[src/rtl/ctrl_pkg.sv]
// Shared types for the anomaly response controller: FSM states and ALU flag layout.
package ctrl_pkg;

  typedef enum logic [1:0] {
    ST_IDLE     = 2'd0,
    ST_STALL    = 2'd1,
    ST_FLUSH    = 2'd2,
    ST_COOLDOWN = 2'd3
  } ctrl_state_t;

  localparam int FLAG_Z = 3;
  localparam int FLAG_N = 2;
  localparam int FLAG_C = 1;
  localparam int FLAG_V = 0;

  typedef logic [3:0] flags_t;

endpackage

[src/rtl/resp_cycle_timer.sv]
// Loadable down-counter with a zero flag; times both the stall and cooldown intervals.
module resp_cycle_timer #(
  parameter int W = 4
) (
  input  logic         clk,
  input  logic         reset,
  input  logic         load,
  input  logic [W-1:0] load_val,
  input  logic         dec,
  output logic         zero
);

  logic [W-1:0] count;

  // A load always wins over a decrement; the count parks at zero.
  always_ff @(posedge clk or posedge reset) begin
    if (reset) begin
      count <= '0;
    end else if (load) begin
      count <= load_val;
    end else if (dec && (count != '0)) begin
      count <= count - W'(1);
    end
  end

  assign zero = (count == '0);

endmodule

[src/rtl/anomaly_response_ctrl.sv]
// Anomaly response controller: stall -> flush handshake -> cooldown, with recurrence escalation.
// Optional flag snapshot output is enabled by defining ANOMALY_SNAPSHOT_EN.
module anomaly_response_ctrl
  import ctrl_pkg::*;
#(
  parameter int STALL_CYCLES    = 2,
  parameter int COOLDOWN_CYCLES = 8,
  parameter int ESCALATE_THRESH = 4,
  parameter int CNT_W           = 8
) (
  input  logic             clk,
  input  logic             reset,
  input  logic             anomaly_in,
  input  flags_t           flags_in,
  input  logic             flush_ack_in,
  input  logic             clear_escalate_in,
  output logic             stall_out,
  output logic             flush_req_out,
  output logic             escalate_out,
  output logic             busy_out,
  output logic [CNT_W-1:0] anomaly_count_out
`ifdef ANOMALY_SNAPSHOT_EN
  ,
  output flags_t           snapshot_out
`endif
);

  localparam int TMAX = (STALL_CYCLES > COOLDOWN_CYCLES) ? STALL_CYCLES : COOLDOWN_CYCLES;
  localparam int TW   = $clog2(TMAX) + 1;
  localparam int QW   = $clog2(COOLDOWN_CYCLES + 1);
  localparam int RW   = $clog2(ESCALATE_THRESH + 1);

  ctrl_state_t   state;
  logic          pending;
  logic          tmr_zero;
  logic          tmr_load;
  logic          tmr_dec;
  logic [TW-1:0] tmr_val;
  logic          ack_seen;
  logic          cool_done;
  logic          pend_eff;
  logic          accept;
  logic [QW-1:0] quiet_cnt;
  logic [RW-1:0] recur_cnt;

  // An anomaly arriving on the cooldown expiry cycle counts as pending so it is not lost.
  assign ack_seen  = (state == ST_FLUSH) && flush_req_out && flush_ack_in;
  assign cool_done = (state == ST_COOLDOWN) && tmr_zero;
  assign pend_eff  = pending | anomaly_in;
  assign accept    = ((state == ST_IDLE) && anomaly_in) || (cool_done && pend_eff);
  assign tmr_load  = accept || ack_seen;
  assign tmr_val   = ack_seen ? TW'(COOLDOWN_CYCLES - 1) : TW'(STALL_CYCLES - 1);
  assign tmr_dec   = (state == ST_STALL) || (state == ST_COOLDOWN);

  resp_cycle_timer #(.W(TW)) u_timer (
    .clk      (clk),
    .reset    (reset),
    .load     (tmr_load),
    .load_val (tmr_val),
    .dec      (tmr_dec),
    .zero     (tmr_zero)
  );

  always_ff @(posedge clk or posedge reset) begin
    if (reset) begin
      state         <= ST_IDLE;
      stall_out     <= 1'b0;
      flush_req_out <= 1'b0;
      busy_out      <= 1'b0;
      pending       <= 1'b0;
    end else begin
      case (state)
        ST_IDLE: begin
          if (anomaly_in) begin
            state     <= ST_STALL;
            stall_out <= 1'b1;
            busy_out  <= 1'b1;
          end
        end
        ST_STALL: begin
          pending <= pend_eff;
          if (tmr_zero) begin
            state         <= ST_FLUSH;
            flush_req_out <= 1'b1;
          end
        end
        ST_FLUSH: begin
          pending <= pend_eff;
          if (ack_seen) begin
            state         <= ST_COOLDOWN;
            stall_out     <= 1'b0;
            flush_req_out <= 1'b0;
          end
        end
        ST_COOLDOWN: begin
          if (tmr_zero) begin
            pending <= 1'b0;
            if (pend_eff) begin
              state     <= ST_STALL;
              stall_out <= 1'b1;
            end else begin
              state    <= ST_IDLE;
              busy_out <= 1'b0;
            end
          end else begin
            pending <= pend_eff;
          end
        end
        default: begin
          state <= ST_IDLE;
        end
      endcase
    end
  end

  always_ff @(posedge clk or posedge reset) begin
    if (reset) begin
      anomaly_count_out <= '0;
      recur_cnt         <= '0;
      quiet_cnt         <= '0;
      escalate_out      <= 1'b0;
    end else begin
      if (accept && (anomaly_count_out != {CNT_W{1'b1}})) begin
        anomaly_count_out <= anomaly_count_out + CNT_W'(1);
      end
      // Quiet IDLE cycles age out the recurrence history.
      if ((state == ST_IDLE) && !anomaly_in) begin
        if (quiet_cnt != QW'(COOLDOWN_CYCLES)) begin
          quiet_cnt <= quiet_cnt + QW'(1);
        end
        if (quiet_cnt == QW'(COOLDOWN_CYCLES - 1)) begin
          recur_cnt <= '0;
        end
      end else begin
        quiet_cnt <= '0;
        if (accept && (recur_cnt != RW'(ESCALATE_THRESH))) begin
          recur_cnt <= recur_cnt + RW'(1);
        end
      end
      if (accept && (recur_cnt == RW'(ESCALATE_THRESH - 1))) begin
        escalate_out <= 1'b1;
      end else if (clear_escalate_in) begin
        escalate_out <= 1'b0;
      end
    end
  end

`ifdef ANOMALY_SNAPSHOT_EN
  flags_t pend_flags;

  // A deferred response reports the flags seen when its pending bit was first set.
  always_ff @(posedge clk or posedge reset) begin
    if (reset) begin
      pend_flags   <= '0;
      snapshot_out <= '0;
    end else begin
      if ((state != ST_IDLE) && anomaly_in && !pending) begin
        pend_flags <= flags_in;
      end
      if (accept) begin
        snapshot_out <= (cool_done && pending) ? pend_flags : flags_in;
      end
    end
  end
`else
  logic unused_flags;
  assign unused_flags = ^flags_in;
`endif

endmodule

[config.mk]
export PLATFORM = sky130hd
export DESIGN_NAME = anomaly_response_ctrl
export DESIGN_NICKNAME = d
export VERILOG_FILES = /design/src/rtl/ctrl_pkg.sv /design/src/rtl/resp_cycle_timer.sv /design/src/rtl/anomaly_response_ctrl.sv
export SDC_FILE = /design/constraint.sdc
export NUM_CORES = 1
export LEC_CHECK = 0
export BUFFER_PORTS_ARGS = -buffer_cell sky130_fd_sc_hd__buf_4
export CAP_MARGIN = 30
export CORE_MARGIN = 3
export CORE_UTILIZATION = 50
export DETAILED_ROUTE_END_ITERATION = 7
export PLACE_DENSITY = 0.74
export SLEW_MARGIN = 10
export SYNTH_ARGS = -nofsm -noshare
export SYNTH_HDL_FRONTEND = slang
export SYNTH_SLANG_ARGS = --single-unit
[constraint.sdc]
create_clock -name clk -period 1.9 [get_ports clk]
set_clock_uncertainty 0.15 [all_clocks]
set_input_delay 0.475 -clock clk [delete_from_list [all_inputs] [get_ports clk]]
set_output_delay 0.475 -clock clk [all_outputs]
set_load 0.02 [all_outputs]
After elaboration in Yosys (flattened, before gate mapping):

Index checks and enable logic that the tools add are counted.

* register bits after elaboration: 26
* output and inout bits: 12

* $add $sub $neg: 4
* equality and inequality tests: 16
* mux-type cells: 28
* reduce and logical (&&, ||, !) cells: 30
* bitwise logic cells: 1

Operators by type and width (count)
* $mux 4: 4
* $mux 3: 4
* $ne 2x2->1 const B: 6
* $reduce_bool 2->1: 6
* $mux 1: 11
* $logic_and 1x1->1: 10
* $add 8x1->8 const B: 1
* $mux 2: 4
* $ne 8x8->1 const B: 1
* $pmux 2 s4: 1
* $reduce_and 4->1: 2
* $pmux 1 s2: 3
* $reduce_and 5->1: 1
* $add 4x1->4 const B: 1
* $eq 2x2->1 const B: 2
* $eq 4x3->1 const B: 1
* $logic_not 4->1: 1
* $ne 2x1->1 const B: 2
* $ne 4x4->1 const B: 1
* $reduce_bool 4->1: 1
* $sub 4x1->4 const B: 1
* $add 3x1->3 const B: 1
* $eq 3x2->1 const B: 1
* $logic_or 1x1->1: 3
* other kinds (10): 10

Logic depth before layout (Yosys ltp):

Gate-level depths: netlist (run 1).

* depth after elaboration: 7
* mapped depth: 6
* mapped depth without buffers: 6

Modules after synthesis:

From an unflattened synthesis (run 1), not the netlist that was laid out.

* cell total of the unflattened synthesis: 164
* area total of the unflattened synthesis: 1551.5 sq um

By module, submodules not included
* anomaly_response_ctrl: times used 1, cells an instance 136, sequential area each 550.5 sq um, area an instance 1290.0 sq um
* resp_cycle_timer: times used 1, cells an instance 28, sequential area each 100.1 sq um, area an instance 261.5 sq um

Worst setup path after synthesis (run 1):

Ideal clock, no wire load.

* path kind: reg-to-reg
* from: register u_timer.count[0]
* to: register state[1]
* setup time: 0.120 ns
* required time: 1.630 ns
* cell stages (with the launch flop): 7
* setup slack: 0.090 ns
* arrival: 1.540 ns
* cell sequence: dfrtp_1 inv_1 ha_1 or3b_2 o21ai_2 a21oi_1 a31o_2

* word-level cells in the longest chain between the ends: 3
* elaborated cells between the ends (all ways): 4
* those cells by class: eq/ne (2); reduce/logical (2)

RTL lines
* start, declared: line resp_cycle_timer.sv:13 `logic [W-1:0] count;`
* start signal, assigned: line resp_cycle_timer.sv:20 `count <= load_val;`
* start signal, assigned: line resp_cycle_timer.sv:22 `count <= count - W'(1);`
* $logic_not 4->1 (*): line resp_cycle_timer.sv:26 `assign zero = (count == '0);`
* $ne 2x2->1 (no source line)
* $reduce_and 4->1 (no source line) (*)
* end signal, assigned: line anomaly_response_ctrl.sv:66 `state <= ST_IDLE;`
* end signal, assigned: line anomaly_response_ctrl.sv:75 `state <= ST_STALL;`
* end signal, assigned: line anomaly_response_ctrl.sv:83 `state <= ST_FLUSH;`
* end, declared: line anomaly_response_ctrl.sv:33 `ctrl_state_t state;`

Every way passes the cells marked *; elsewhere a longest branch is shown, timed or not.
A chain may end at the register's enable or synchronous reset.

Worst setup path in the final report (run 1):

* from: register u_timer.count[0]
* to: register anomaly_count_out[1]

* word-level cells in the longest chain between the ends: 5

RTL lines
* $logic_not 4->1: line resp_cycle_timer.sv:26
* $logic_and 1x1->1: line anomaly_response_ctrl.sv:48 `assign cool_done = (state == ST_COOLDOWN) && tmr_zero;`
* $logic_and 1x1->1: line anomaly_response_ctrl.sv:50 `assign accept = ((state == ST_IDLE) && anomaly_in) || (cool_done && pend_eff);`
* $logic_or 1x1->1: line anomaly_response_ctrl.sv:50
* $logic_and 1x1->1: line anomaly_response_ctrl.sv:123 `if (accept && (anomaly_count_out != {CNT_W{1'b1}})) begin`
* end signal, assigned: line anomaly_response_ctrl.sv:124 `anomaly_count_out <= anomaly_count_out + CNT_W'(1);`
* end, declared: line anomaly_response_ctrl.sv:21 `output logic [CNT_W-1:0] anomaly_count_out`

Every way passes these cells.

==> impl_results.md, run 1 <==
- Core area: 2810 um2
- Clock root buffer: clkbuf_4
- Vias in the first global route: 1122
- Drt first pass iters: 6
- Design Area, Final: 1830 um2
- Layout overhead on the synthesized area: 21.5%
- Starting Density: 53.6%
- Setup CP Type: flip-flop to flip-flop
- Cell row count: 19
- EDFF count, synth: 0
- Ys flop type: dfrtp_1
- Cell family with most CP delay: flip-flops
- Worst VDD drop: 0.000722 V
- Area leader, netlist: dfrtp_1
- Multi-input logic area: 827 um2
- DP HPWL: 2250 um
- Synth top cells by count: dfrtp_1 (26), inv_1 (15), ha_1 (13), a21oi_1 (12), nand2_1 (11)
- Total power divided by cell area: 1630 nW/um2
- Sequential share of the synthesized area: 43.3%
- Clock sinks: 26
- CTS clock-pin slew for the worst setup and hold paths: 0.16 ns
- Max FO, Critical Path: 8
- Worst R2R Start: u_timer.count[0]
- Tightest Pin Transition: 0.395 ns
- CP Cell Sequence: inv_1, ha_4, nand4bb_2, o21a_4, nor2_4, mux2_1
- Slowest-stage cell, CP: dfrtp_1
- Initial DRC Count: 47
- Main area contributors after synthesis: dfrtp_1 (43%), ha_1 (11%), xor2_1 (4.7%)
- H-tree depth: 1
- Total wire length: 2940 um
- Number of port buffers: 16
- Drt wl/cell: 13.9 um
- Die height: 60.8 um
- Total chip power: 2.98 mW
- CP max stage delay: 0.40 ns
- Antenna diode count: 0
- Placed Cells: 206
- CP arrival: 1.90 ns
- Hold crit path type: input port to asynchronous set/reset pin
- Yosys warning total: 0
- R2r endpoint: anomaly_count_out[1]
- Yosys reg bits: 26
- Antenna Violating Nets Remaining: 0
- Largest net degree at the start of global routing: 27
- R2R cell count: 6
- Layout cells sized above 1: 25.4%
- Die X: 60.8 um
- Max Fclk: 551 MHz
- Yosys cell types: 39
- CTS Buffer Depth: 2
- Via density per instance: 5.63
- Worst Setup Start Kind: flip-flop
- Hold buffers post-CTS: 0
- # setup viols final: 0
- Final hold viol count: 0
- Fill cell count: 226
- Fin cells: 212
- Vias: 1194
- Synth top area share: 43.3%
- Storage element area: 651 um2
- DIE AREA: 3700 um2
- Leakage: 0.843 nW
- CTS tree: built
- Gate Count Post-Synth: 150
- Ys async rst share: 100%
- Max-slew violations: 0
- Initial antenna violation count: 0
- Nets: 204
- # Max-Cap Violations: 0
- FF-to-FF setup slack: 0.09 ns
- First-pass GRT wire length: 4780 um
- CP Capture Type: flip-flop
- Synthesized cell area: 1500 um2
- Syn nets: 172
- Final hold slack: 0.0160 ns
- Syn avg cell area: 10.0 um2
- Status: finished, final reports clean
- DRC: 0
- Gpl congestion: 0.782
- Ports: 21
- Clk_lat worst skew: 0.33 ns
- Num CTS Buffers: 3
- Count leader, synth: dfrtp_1
- Area after DPL: 1730 um2
- Worst EP required: 1.99 ns
- Total Routing Usage GR: 17.4%
- GR Overflow Total: 0
- Min Tclk post-route: 1.81 ns
- End-of-flow core utilization: 65.2%
- CP bufs+invs: 1
- Crit share post-route: 95.5%
- Max-slew headroom: 73.5%
==> flip-flops by register name, indices dropped and copies added, names as in the netlist <==
register / flops
state: 2
u_timer.count: 4
pending: 1
flush_req_out: 1
busy_out: 1
anomaly_count_out: 8
recur_cnt: 3
quiet_cnt: 4
escalate_out: 1
stall_out: 1
==> cells in the final DEF (no fill, tap or decap), types with 3 or more instances in the layout <==
master,instances
a21oi_1,12
buf_4,27
clkbuf_4,3
dfrtp_1,26
ha_1,11
inv_1,15
nand2_1,11
nand3_1,7
nor2_1,10
nor3_1,4
o21ai_0,7
xor2_1,8
==> through the flow <==
step                worst slack [ns]  setup TNS [ns]
global route                 -0.0105         -0.0182
detailed placement           -0.0701          -0.116
global placement             0.00722               0
CTS                          0.00793               0
finish                        0.0857               0
floorplan                     0.0901               0
==> layer usage <==
layer  vias to the layer above  GRT usage, %  wire length, um
met4                         0          7.74               42
met2                        24          31.0             1490
met1                       582          20.6             1330
li1                        584             -                -
met5                         -             0                0
met3                         4          2.55               80
==> worst reg2reg max path: stages, from the launching register on <==
cell	delay, ns
dfrtp_1	0.40
inv_1	0.11
ha_4	0.18
nand4bb_2	0.14
o21a_4	0.27
nor2_4	0.14
mux2_1	0.33
==> how the worst max path moves through the flow <==
stage                                 from              endpoint  slack [ns]  depth (start not counted)
after floorplan           u_timer.count[0]              state[1]        0.09                          6
after global placement    u_timer.count[0]             stall_out       0.007                          6
after detailed placement  u_timer.count[1]              state[1]       -0.07                          6
after CTS                 u_timer.count[1]  anomaly_count_out[1]       0.008                          6
after global routing      u_timer.count[0]  anomaly_count_out[1]       -0.01                          6
final                     u_timer.count[0]  anomaly_count_out[1]        0.09                          6
==> power breakdown <==
part | internal [mW] | switching (mW) | leakage, nW | total [mW]
clock | 0.213 | 0.187 | 0.0279 | 0.400
sequential | 0.766 | 0.208 | 0.315 | 0.974
combinational | 0.758 | 0.849 | 0.500 | 1.61
total | 1.74 | 1.24 | 0.843 | 2.98
==> area by class of cell <==
type                       count  share of cell area, %
tap                           31                   2.12
clock inverter                 1                   1.64
clock buffer                   3                   1.23
multi-input combinational    109                   45.2
sequential                    26                   35.6
timing repair buffer          27                   11.1
inverter                      15                   3.08
==> timing repair <==
| action | 4_1_cts | 5_1_grt |
|---|---|---|
| setup endpoints to repair | 7 | 9 |
| gates resized for setup | 5 | 3 |
| setup buffers | 0 | 2 |
| pin swaps | 0 | 0 |
==> cell families (layout without fill, tap and decap cells) <==
| kind of cell | after synthesis | in the layout | synth area share (%) |
|---|---|---|---|
| flip-flops | 26 | 26 | 43.3 |
| XOR/XNOR | 10 | 10 | 5.82 |
| AO/OA/AOI/OAI | 31 | 31 | 12.6 |
| buffers and inverters | 15 | 46 | 3.74 |
| AND/OR/NAND/NOR | 51 | 51 | 20.9 |
| multiplexers | 4 | 4 | 2.83 |
| adder cells (fa/ha/maj) | 13 | 13 | 10.8 |
(Power assumes the default switching activity.)
==> run 2: changes to the inputs <==
- ABC_AREA: unset -> 1
- PLACE_DENSITY: 0.74 -> 0.73
==> run 2 against run 1 <==
Critical path depth rose by 4. Routed wire length rose by 12%. Core utilization fell by 1.7 points. Non-clock buffer count fell by 2. Highest routed layer unchanged.
==> impl_results.md, run 2 <==
- Nets: 239 (+17%)
- Clock root buffer: clkbuf_4
- Area leader, netlist: dfrtp_1
- CP arrival: 1.78 ns (-0.12 ns)
- Vias: 1341 (+12%)
- Total Routing Usage GR: 18.3% (+0.90 points)
- Clock sinks: 26 (unchanged)
- DIE AREA: 3870 um2 (+4.6%)
- Initial antenna violation count: 0 (unchanged)
- Met3 wire len: 130 um (+63%)
- Ys flop type: dfrtp_1
- Biggest register: anomaly_count_out
- Antenna Violating Nets Remaining: 0 (unchanged)
- Yosys cell types: 26 (-33%)
- RSZ-0062 raised after global routing: false
- Die height: 62.2 um (+2.3%)
- Hold buffers post-CTS: 0 (unchanged)
- CP Capture Type: flip-flop
- Total wire length: 3290 um (+12%)
- Max-slew headroom: 77.1% (+3.6 points)
- Max-slew violations: 0 (unchanged)
- Final worst-path setup slack: 0.186 ns (+0.100 ns)
- Max Fclk: 583 MHz (+5.9%)
- Setup CP Type: flip-flop to flip-flop
- Worst VDD drop: 0.000746 V (+3.3%)
- CTS Buffer Depth: 2 (unchanged)
- CTS tree: built
- Total power divided by cell area: 1500 nW/um2 (-7.7%)
- Drt first pass iters: 4 (-2)
- Syn nets: 212 (+23%)
- DRC: 0 (unchanged)
- H-tree depth: 1 (unchanged)
- Hold crit path type: input port to asynchronous set/reset pin
- Max FO, Critical Path: 6 (-2)
- First-pass GRT wire length: 5820 um (+22%)
- CP Cell Sequence: inv_2, ha_4, nand2_1, nor2_2, nand2_1, nand2_2, buf_4, nand2_4, nand3_1, o21ai_2
- Gpl congestion: 0.817 (+4.4%)
- Layout overhead on the synthesized area: 15.6%
- Critical path's most frequent cell: nand2_1
- Slowest-stage cell, CP: dfrtp_1
- Vias in the first global route: 1373 (+22%)
- Setup Fix Bufs, Post-CTS: 0 (unchanged)
- Num CTS Buffers: 3 (unchanged)
- Worst EP required: 1.97 ns (-0.02 ns)
- CP bufs+invs: 2 (+1)
- Most frequent cells in the layout: nand2_1 (41), inv_1 (26), dfrtp_1 (26)
- Leakage: 0.953 nW (+13%)
- End-of-flow core utilization: 63.5% (-1.7 points)
- EDFF count, synth: 0 (unchanged)
- Yosys warning total: 0 (unchanged)
- # Max-Cap Violations: 0 (unchanged)
- Worst Setup Start Kind: flip-flop
- Highest routed layer: met4
- Initial DRC Count: 73 (+55%)
- Ports: 21 (unchanged)
- Cell row count: 19 (unchanged)
- Synth top area share: 41.2% (-2.1 points)
- Min Tclk post-route: 1.71 ns (-0.100 ns)
- Most common cell after layout, fill and taps aside: nand2_1
- Cell family with most CP delay: simple AND/OR/NAND/NOR gates
- Count leader, synth: nand2_1
- Routed met2 length: 1710 um (+15%)
- Max reg flops: 8 (unchanged)
- DP HPWL: 2570 um (+14%)
- GR Overflow Total: 0 (unchanged)
- Top flop regs: anomaly_count_out: 8 flops, quiet_cnt: 4 flops, u_timer.count: 4 flops
- Clk_lat worst skew: 0.32 ns (about the same)
- Synth top cells by count: nand2_1 (41), inv_1 (27), dfrtp_1 (26), nand3_1 (22), ha_1 (13)
- # setup viols final: 0 (unchanged)
- Wl on met1: 1410 um (+5.6%)
- Final hold viol count: 0 (unchanged)
- Sequential share of the synthesized area: 41.2% (-2.1 points)
- Tightest Pin Transition: 0.344 ns (-0.0518 ns)
- Core area: 2880 um2 (+2.5%)
- Starting Density: 54.9% (+1.3 points)
- Drt wl/cell: 12.8 um (-7.7%)
- Yosys reg bits: 26 (unchanged)
- Syn avg cell area: 8.32 um2 (-17%)
- Crit share post-route: 90.2% (-5.3 points)
- Gate Count Post-Synth: 190 (+27%)
- Setup_tns: 0 ns (unchanged)
- Layout cells sized above 1: 20.5% (-4.9 points)
- Ys async rst share: 100% (unchanged)
- Antenna diode count: 0 (unchanged)
- Via density per instance: 5.22 (-7.4%)
- CTS clock-pin slew for the worst setup and hold paths: 0.14 ns (-0.02 ns)
- Synthesized cell area: 1580 um2 (+5.1%)
- Status: finished, final reports clean
- Worst slack, placed: 0.0972 ns (+0.167 ns)
- Number of port buffers: 16 (unchanged)
- Largest net degree at the start of global routing: 27 (unchanged)
- Die X: 62.2 um (+2.3%)
- Main area contributors after synthesis: dfrtp_1 (41%), ha_1 (10%), nand2_1 (9.7%)
- CP max stage delay: 0.43 ns (+0.03 ns)
==> run 2: cell count changes after synthesis, moves of 3 or more <==
cell,delta
a21oi_1,-6
inv_1,+12
buf_6,+3
nand4_1,+4
o21ai_1,+3
nand2_1,+30
nor3_1,-4
nand3_1,+15
xor2_1,-6
nand2_2,+3
==> run 2: worst paths after layout <==
path	startpoint	endpoint	slack [ns]	cells past startpoint
hold / removal	reset	anomaly_count_out[2]	0.05	3
hold reg to reg	busy_out	busy_out	0.36	2
min in group clk	clear_escalate_in	escalate_out	0.18	2
setup / recovery	u_timer.count[0]	recur_cnt[2]	0.19	10
setup reg to reg	u_timer.count[0]	recur_cnt[2]	0.19	10
max in group asynchronous	reset	anomaly_count_out[3]	1.29	3
==> run 2: cell families (layout without fill, tap and decap cells) <==
| kind of cell | Yosys count | in the layout | share of synthesized area [%] |
|---|---|---|---|
| AOI/OAI and AO/OA | 28 | 28 | 10.4 |
| xor gates and xnor gates | 7 | 7 | 4.35 |
| adders and majority gates | 13 | 13 | 10.3 |
| buffers and inverters | 31 | 56 | 8.79 |
| DFF | 26 | 26 | 41.2 |
| and+or+nand+nor | 85 | 85 | 25.0 |
==> run 2: area by class of cell <==
| type | instances | area [um2] |
|---|---|---|
| inverters | 28 | 105 |
| flip-flops and latches | 26 | 651 |
| fillers | 249 | 1050 |
| clock buffers | 3 | 22.5 |
| multi-input cells | 133 | 808 |
| repair buffers | 25 | 188 |
| well taps | 42 | 52.6 |
==> run 2: routing by layer <==
layer | track usage [%] | vias up
met3 | 3.96 | 6
met5 | 0 | -
li1 | - | 665
met1 | 20.9 | 628
met4 | 5.25 | 0
met2 | 34.1 | 42
==> run 2: report_power, final <==
part	switching [mW]	total, mW	internal, mW
clock network	0.163	0.237	0.0743
logic	0.907	1.57	0.660
registers	0.193	0.944	0.750
total	1.26	2.75	1.48
==> run 2: repair_timing <==
item / 4_1_cts / 5_1_grt
hold endpoints to repair: 0 / 0
endpoints found under the setup margin: 0 / 17
resized for setup: 0 / 5
==> run 2: worst min-delay path, delay by kind of cell <==
| family | cells | cell delay [ns] |
|---|---|---|
| buffers and inverters | 3 | 0.46 |
==> run 2: through the flow <==
stage	cells	power (mW)	area, um2	hold WS, ns
after CTS	257	2.72	1810	0.0540
after floorplan	190	2.01	1580	0.315
after global placement	254	2.38	1790	0.326
after global routing	257	3.00	1830	0.0748
final	257	2.75	1830	0.0465
after detailed placement	254	2.47	1790	0.329
==> run 3: changes to the inputs <==
- CORE_UTILIZATION: 50 -> 51
- PLACE_DENSITY: 0.73 -> 0.75
- RECOVER_POWER: unset -> 25
- SETUP_SLACK_MARGIN: unset -> 0.3
==> run 3 against run 2 <==
Maximum frequency grew 6.7%. Combinational power increased by 29%. Flip-flop and latch count stayed put. Largest cell class unchanged. Highest routed layer unchanged.
==> impl_results.md, run 3 (synthesis gave the netlist of run 2 again) <==
- Clock sinks: 26 (unchanged)
- CP Cell Sequence: inv_2, ha_4, nand2_2, nor2_4, nand2_2, nand2_4, buf_6, nand2_4, nand3_2, o21ai_2
- GR Overflow Total: 0 (unchanged)
- RSZ-0062 raised after global routing: true
- Total wire length: 3540 um (+7.4%)
- Starting Density: 55.4% (+0.46 points)
- Most frequent cells in the layout: nand2_1 (37), buf_4 (36), inv_1 (22), dfrtp_1 (22), nand3_1 (18)
- Initial DRC Count: 64 (-12%)
- Crit share post-route: 84.5% (-5.7 points)
- Ports: 21 (unchanged)
- Critical path depth: 10 (unchanged)
- Clock power frac: 7.5% (-1.1 points)
- CP arrival: 1.68 ns (-0.10 ns)
- Cell row count: 19 (unchanged)
- Vias: 1435 (+7.0%)
- Antenna Violating Nets Remaining: 0 (unchanged)
- H-tree depth: 1 (unchanged)
- Max Fclk: 623 MHz (+6.7%)
- Setup CP Type: flip-flop to flip-flop
- Worst R2R Start: u_timer.count[0]
- Worst VDD drop: 0.000967 V (+30%)
- Via density per instance: 5.42 (+3.8%)
- CP Capture Type: flip-flop
- Num CTS Buffers: 3 (unchanged)
- Min Tclk post-route: 1.61 ns (-0.108 ns)
- # setup viols final: 0 (unchanged)
- Drt wl/cell: 13.3 um (+4.2%)
- Final worst-path setup slack: 0.294 ns (+0.108 ns)
- Status: finished, final reports clean
- Worst EP required: 1.98 ns (about the same)
- Layout cells sized above 1: 35.9% (+15 points)
- Seq pwr share: 29.9% (-4.4 points)
- DRC: 0 (unchanged)
- R2R cell count: 10 (unchanged)
- Leakage: 1.05 nW (+11%)
- DIE AREA: 3800 um2 (-1.8%)
- CTS tree: built
- Initial antenna violation count: 0 (unchanged)
- First-pass GRT wire length: 5580 um (-4.1%)
- Die height: 61.7 um (-0.89%)
- Antenna diode count: 0 (unchanged)
- CP Launch Point: u_timer.count[0]
- Clk_lat worst skew: 0.32 ns (about the same)
- Max-slew headroom: 49.3% (-28 points)
- Biggest register: anomaly_count_out
- CP bufs+invs: 2 (unchanged)
- Gpl congestion: 0.882 (+8.0%)
- Drt first pass iters: 4 (unchanged)
- Setup_tns: 0 ns (unchanged)
- Cell family with most CP delay: simple AND/OR/NAND/NOR gates
- Slowest-stage cell, CP: dfrtp_1
- Clock root buffer: clkbuf_4
- Total Routing Usage GR: 19.3% (+0.99 points)
- Number of port buffers: 16 (unchanged)
- CTS Buffer Depth: 2 (unchanged)
- # Max-Cap Violations: 0 (unchanged)
- Top flop regs: anomaly_count_out: 8 flops, quiet_cnt: 4 flops, u_timer.count: 4 flops
- CTS clock-pin slew for the worst setup and hold paths: 0.14 ns (about the same)
- Worst Setup Start Kind: flip-flop
- Max-slew violations: 0 (unchanged)
- Pint: 1.79 mW (+20%)
- Core area: 2850 um2 (-0.83%)
- Comb pwr share: 62.6% (+5.6 points)
- Hold crit path type: input port to asynchronous set/reset pin
- DP HPWL: 2400 um (-6.3%)
- Sw power: 1.45 mW (+15%)
- Final hold slack: 0.173 ns (+0.126 ns)
- Total power divided by cell area: 1550 nW/um2 (+2.7%)
- CP max stage delay: 0.44 ns (about the same)
- Nets: 257 (+7.5%)
- Final hold viol count: 0 (unchanged)
- Max FO, Critical Path: 5 (-1)
- Most common cell after layout, fill and taps aside: nand2_1
- Max reg flops: 8 (unchanged)
- Total chip power: 3.24 mW (+18%)
- Vias in the first global route: 1361 (-0.87%)
- Layout overhead on the synthesized area: 32.7%
- Worst slack, placed: 0.0851 ns (-0.0121 ns)
- Largest net degree at the start of global routing: 15 (-44%)
- Sw frac: 44.9% (-1.1 points)
- Tightest Pin Transition: 0.761 ns (+0.417 ns)
- Die X: 61.7 um (-0.89%)
## run 3: changes by cell type in the layout (fill, tap and decap cells not counted), sizes merged
cell and change:
nand2 +1, buf +14, clkbuf +4
## run 3: area by class of cell
type | count | area, um2
multi-input combinational | 134 | 938
fill | 223 | 756
sequential | 26 | 656
timing repair buffer | 42 | 328
inverter | 28 | 110
tap | 31 | 38.8
clock buffer | 4 | 26.3
## run 3: power groups by stage
stage          sequential (mW)  clock [mW]  combinational [mW]
2_1_floorplan             1.02           0               0.996
3_5_place_dp             0.957           0                1.46
4_1_cts                  0.957       0.249                1.69
3_3_place_gp             0.943           0                1.40
6_report                 0.970       0.242                2.03
5_1_grt                  0.991       0.274                2.27
## run 3: per-layer routing
metal	vias up	track usage [%]	routed length [um]	share of wire, %
li1	709	-	-	-
met5	-	0	0	0
met3	7	2.73	94	2.7
met2	25	36.0	1870	53
met1	694	22.6	1540	44
met4	0	5.76	36	1.0
## run 3: path summary, 6_finish.rpt
| kind | end | slack [ns] |
|---|---|---|
| max | recur_cnt[0] | 0.29 |
| min | recur_cnt[0] | 0.17 |
| max reg2reg | recur_cnt[0] | 0.29 |
| min reg2reg | busy_out | 0.37 |
| max in group asynchronous | anomaly_count_out[7] | 0.86 |
| min in group clk | escalate_out | 0.18 |
## run 3: timing repair
| action | in CTS | in global routing |
|---|---|---|
| cloned | 0 | 1 |
| hold buffers | 0 | 0 |
| setup buffers | 8 | 12 |
| pin swaps | 9 | 9 |
| resized for setup | 19 | 23 |
| setup endpoints to repair | 24 | 30 |
## run 3: through the flow
stage | utilization (%) | instances | instance area (um2)
2_1_floorplan | - | 190 | 1590
3_3_place_gp | 61.7 | 240 | 1760
3_5_place_dp | 61.7 | 240 | 1760
4_1_cts | 67.1 | 252 | 1910
5_1_grt | 73.5 | 265 | 2100
6_report | 73.5 | 265 | 2100
## run 3: tightest hold or removal path: stages
cell and delay (ns):
clkbuf_4 0.11, inv_1 0.06, clkbuf_1 0.52
